===== config.mk =====
export PLATFORM = sky130hd
export DESIGN_NAME = chs_config_receiver
export DESIGN_NICKNAME = d
export VERILOG_FILES = /design/src/rtl/chs_config_receiver.sv
export SDC_FILE = /design/constraint.sdc
export NUM_CORES = 1
export LEC_CHECK = 0
export CAP_MARGIN = 10
export CORE_MARGIN = 4
export CORE_UTILIZATION = 39
export DETAILED_ROUTE_END_ITERATION = 10
export PLACE_DENSITY = 0.68
export SKIP_CTS_REPAIR_TIMING = 1
export SLEW_MARGIN = 20
export SYNTH_ARGS = -nofsm -noshare
export SYNTH_HDL_FRONTEND = slang
export SYNTH_SLANG_ARGS = --single-unit

===== constraint.sdc =====
create_clock -name clk -period 5.1 [get_ports clk]
set_input_delay 1.53 -clock clk [delete_from_list [all_inputs] [get_ports clk]]
set_output_delay 1.53 -clock clk [all_outputs]
set_load 0.03 [all_outputs]

===== src/rtl/chs_config_receiver.sv =====
// chs_config_receiver
// Serial-to-parallel receive stage for the cool/heat configuration word.
// Takes 8 data bits MSB first, then one even-parity bit. A frame that passes
// parity becomes the active configuration, together with its ones count and
// parity flag. A bad parity bit or an idle timeout pulses frame_err, and the
// committed outputs keep their old values.
//
// Input qualification: bit_in is only looked at in a cycle where bit_valid=1.
// There is no back-pressure, so every qualified bit in RECV/PARITY is consumed.
// The only exception is a cycle where start is also high: start wins and that
// bit is dropped.
module chs_config_receiver #(
   parameter int TIMEOUT = 16
) (
   input  logic       clk,
   input  logic       reset,
   input  logic       start,
   input  logic       bit_in,
   input  logic       bit_valid,
   output logic       busy,
   output logic [7:0] conf_out,
   output logic       conf_valid,
   output logic       frame_err,
   output logic [3:0] ones_count,
   output logic       parity_even,
   output logic [1:0] dbg_state
);

   typedef enum logic [1:0] {
      ST_IDLE   = 2'd0,
      ST_RECV   = 2'd1,
      ST_PARITY = 2'd2
   } state_t;

   // Last idle-count value before the frame is dropped.
   localparam logic [7:0] TO_LAST = 8'(TIMEOUT - 1);

   state_t     state_q, state_d;
   logic [7:0] shreg_q, shreg_d;
   logic [2:0] idx_q, idx_d;
   logic [7:0] cnt_q, cnt_d;
   logic [7:0] conf_q, conf_d;
   logic [3:0] ones_q, ones_d;
   logic       par_q, par_d;
   logic       cv_q, cv_d;
   logic       fe_q, fe_d;
   logic       busy_q, busy_d;
   logic [3:0] pop;

   // Ones count of the shift register. It is only registered on a commit.
   always_comb begin
      pop = 4'd0;
      for (int i = 0; i < 8; i++) begin
         pop = pop + {3'd0, shreg_q[i]};
      end
   end

   // Next-state logic: start/abort, bit shifting, parity check, idle timeout.
   always_comb begin
      state_d = state_q;
      shreg_d = shreg_q;
      idx_d   = idx_q;
      cnt_d   = cnt_q;
      conf_d  = conf_q;
      ones_d  = ones_q;
      par_d   = par_q;
      cv_d    = 1'b0;
      fe_d    = 1'b0;

      if (start) begin
         // A start in any state opens a fresh frame. An open frame is dropped
         // without reporting an error.
         state_d = ST_RECV;
         shreg_d = 8'h00;
         idx_d   = 3'd0;
         cnt_d   = 8'h00;
      end else begin
         unique case (state_q)
            ST_IDLE: begin
               cnt_d = 8'h00;
            end
            ST_RECV: begin
               if (bit_valid) begin
                  shreg_d = {shreg_q[6:0], bit_in};
                  cnt_d   = 8'h00;
                  if (idx_q == 3'd7) begin
                     idx_d   = 3'd0;
                     state_d = ST_PARITY;
                  end else begin
                     idx_d = idx_q + 3'd1;
                  end
               end else if (cnt_q == TO_LAST) begin
                  fe_d    = 1'b1;
                  cnt_d   = 8'h00;
                  state_d = ST_IDLE;
               end else begin
                  cnt_d = cnt_q + 8'd1;
               end
            end
            ST_PARITY: begin
               if (bit_valid) begin
                  cnt_d   = 8'h00;
                  state_d = ST_IDLE;
                  if (bit_in == ^shreg_q) begin
                     conf_d = shreg_q;
                     ones_d = pop;
                     par_d  = ~pop[0];
                     cv_d   = 1'b1;
                  end else begin
                     fe_d = 1'b1;
                  end
               end else if (cnt_q == TO_LAST) begin
                  fe_d    = 1'b1;
                  cnt_d   = 8'h00;
                  state_d = ST_IDLE;
               end else begin
                  cnt_d = cnt_q + 8'd1;
               end
            end
            default: begin
               state_d = ST_IDLE;
            end
         endcase
      end

      busy_d = (state_d != ST_IDLE);
   end

   // State and output registers. Reset clears them asynchronously.
   always_ff @(posedge clk or posedge reset) begin
      if (reset) begin
         state_q <= ST_IDLE;
         shreg_q <= 8'h00;
         idx_q   <= 3'd0;
         cnt_q   <= 8'h00;
         conf_q  <= 8'h00;
         ones_q  <= 4'd0;
         par_q   <= 1'b1;
         cv_q    <= 1'b0;
         fe_q    <= 1'b0;
         busy_q  <= 1'b0;
      end else begin
         state_q <= state_d;
         shreg_q <= shreg_d;
         idx_q   <= idx_d;
         cnt_q   <= cnt_d;
         conf_q  <= conf_d;
         ones_q  <= ones_d;
         par_q   <= par_d;
         cv_q    <= cv_d;
         fe_q    <= fe_d;
         busy_q  <= busy_d;
      end
   end

   assign busy        = busy_q;
   assign conf_out    = conf_q;
   assign conf_valid  = cv_q;
   assign frame_err   = fe_q;
   assign ones_count  = ones_q;
   assign parity_even = par_q;
   assign dbg_state   = state_q;

endmodule


==> flow_summary.yaml <==
routing:
  drtPass1Iterations: 4
  routed_wl_um: 3350
  drc_errors: 0
  drtIter0Drc: 86
  ant_nets: 0
  vias: 1286
  vias_per_cell: 4.66
  wl_per_cell_um: 12.1
synthesis:
  ys_ff_latch: 37
  synth_top_area_share_pct: 47.2
  synth_area_leaders: "dfrtp_1 (47%), ha_1 (7.2%), mux2_2 (6.5%)"
  syn-instance-count: 183
  synth_nets: 203
  synth.avg_cell_area_sq_um: 10.4
  yosysWarnings: 0
  synth_top_area_cell: "dfrtp_1"
  yosysUniqueCellTypes: 31
  ys_seq_area_share_pct: 48.6
  synth_area_sq_um: 1910
place:
  port_buffers: 22
  dp.final_hpwl_um: 2470
  place.gp.congestion: 0.798
timing:
  max_freq_mhz: 292
  fin_tns_setup_ns: 0
  finalClockSkew_ns: 0.00908
  setup_viol_count_final: 0
  rsz0062_at_grt: "false"
  min_period_ns: 3.42
  slew_headroom_pct: 47.5
  finalHoldViolCount: 0
  period_share_pct: 67.1
  final_max_slew_viol_count: 0
  worst_slew_pin_slew_ns: 0.781
cts:
  cts.path.max_buffers: 2
  clk_pin_slew_ns: 0.07
  clk_latency_ns: 0.29
  cts_root_buf: "clkbuf_8"
  cts_made_buffers: 5
  cts_sinks: 37
  htree_levels: 2
  cts_tree: "yes"
floorplan:
  dieArea_sq_um: 6080
  rows: 25
  die_h_um: 78.0
  initial_core_util_pct: 40.4
  core_area_sq_um: 4720
  ios: 23
  die_x_um: 78.0
final_layout:
  antenna_cells: 0
  fin_nets: 228
  area_delta_synth_final_pct: 19.7
  drive_above_1_share_pct: 10.5
setup_path:
  critPathTopFamily: "simple AND/OR/NAND/NOR gates"
  startpoint_type: "primary input"
  cp.arrival_ns: 3.58
  path_cells: "clkdlybuf4s50_1 > nor3_1 > nor3_1 > nand3_1 > xor2_1 > nor2_1"
  worst-path-buf-inv: 1
  cp-end-kind: "flip-flop"
  critPathMostFrequentCell: "nor3_1"
  critPathKind: "in -> reg"
  cpMaxStageDelayCell: "nor3_1"
  cp_slowest_stage_delay_ns: 0.75
  crit_required_ns: 5.26
  crit_fanout: 18
hold_path:
  min_path_type: "reg -> reg"
grt:
  grt_max_degree: 22
  grt_pass1_wl_um: 6040
  grtUsageTotal_pct: 12.8
  antenna_found_initial: 0
  overflow: 0
  grt_pass1_vias: 1260
power_and_ir_drop:
  p_comb_share_pct: 6.0
  vdd_drop_max_mv: 0.0801
  power_uw: 537
  p_int_uw: 418
  swShare_pct: 22.2
  clockPowerShare_pct: 38.3
  p_switching_uw: 119
  p_leak_uw: 0.00104
  power.density_nw_per_um2: 235
  seqPwrFrac_pct: 55.8
job:
  max_cap_violations: 0
run_status:
  status: "finished, final reports clean"
==> worst reg2reg max path, delay by kind of cell, from the launching register on <==
family	cells	cell delay [ns]
XOR/XNOR	1	0.13
multiplexers	1	0.26
flip-flops	1	0.44
adder cells (fa/ha/maj)	5	1.98
buffers and inverters	3	0.18
==> metrics by stage <==
stage                     instances  area [sq um]  hold WS, ns  setup WS, ns  util, %
after floorplan                 183          1910        0.496          2.12        -
after global placement          268          2200        0.459          1.50     46.5
after detailed placement        268          2200        0.467          1.44     46.5
after CTS                       276          2290        0.476          1.72     48.4
after global routing            276          2290        0.520          1.55     48.4
final                           276          2290        0.472          1.68     48.4
==> state kept, by name (all words and copies together) (netlist names) <==
| register | count |
|---|---|
| busy | 1 |
| cnt_q | 8 |
| conf_out | 8 |
| conf_valid | 1 |
| dbg_state | 2 |
| frame_err | 1 |
| idx_q | 3 |
| ones_count | 4 |
| parity_even | 1 |
| shreg_q | 8 |
==> cell usage after synthesis <==
master	n
nor3_2	1
xor2_1	4
o221ai_1	1
a21o_1	1
buf_2	2
or3_1	1
ha_1	11
clkbuf_1	3
nor2b_1	2
o21bai_1	1
nor3_1	3
mux2_2	11
a31oi_1	1
nand2b_1	1
o311a_1	1
xnor2_1	11
buf_6	1
dfstp_2	1
nor3b_1	2
inv_1	18
mux2i_1	3
nand3_1	5
nor2_1	15
or4_1	1
a21oi_1	16
and2_1	1
o22ai_1	1
nand2_1	23
or2_2	1
dfrtp_1	36
fa_1	4
==> power by group through the flow <==
stage	Sequential [uW]	Combinational [uW]	Clock, uW
floorplan	304	23.7	0
global placement	305	32.3	0
detailed placement	305	32.8	0
CTS	300	33.0	215
global route	300	37.3	228
finish	300	32.1	206
==> per-layer routing <==
layer	up-vias	global-route usage, %	part of all wire, %
li1	643	-	-
met1	618	16.6	47
met2	17	19.9	48
met3	8	2.44	2.2
met4	0	7.34	2.6
met5	-	0	0
==> area by class of cell <==
cell class / count / area (sq um)
fillers: 453 / 2440
clock buffers: 8 / 90.1
multi-input cells: 122 / 882
repair buffers: 24 / 235
flip-flops and latches: 37 / 927
well taps: 67 / 83.8
inverters: 18 / 67.6
==> cells by family after synthesis <==
logic type	after synthesis	synth area share [%]
simple gates	56	13.2
buf+inv	24	5.24
fa+ha+maj	15	11.4
xor+xnor	15	6.88
mux	14	8.06
flops	37	48.6
compound gates	22	6.62
==> cells in the final DEF (no fill, tap or decap), types with 5 or more instances in the layout <==
| master | n |
|---|---|
| a21oi_1 | 16 |
| clkbuf_8 | 6 |
| clkdlybuf4s50_1 | 22 |
| dfrtp_1 | 36 |
| ha_1 | 11 |
| inv_1 | 18 |
| mux2_2 | 11 |
| nand2_1 | 23 |
| nand3_1 | 5 |
| nor2_1 | 15 |
| xnor2_1 | 11 |
==> worst paths after layout <==
path                                   from            end  slack (ns)  cells after the start
worst max-delay path                  start       cnt_q[7]        1.68                      6
worst min-delay path            parity_even    parity_even        0.47                      2
worst max register to register   shreg_q[0]  ones_count[2]        2.01                     10
worst min register to register  parity_even    parity_even        0.47                      2
max in group asynchronous             reset    conf_out[7]        2.68                      3
min in group asynchronous             reset       cnt_q[0]        1.68                      2
Note: power is estimated with default switching activity, not from simulation.
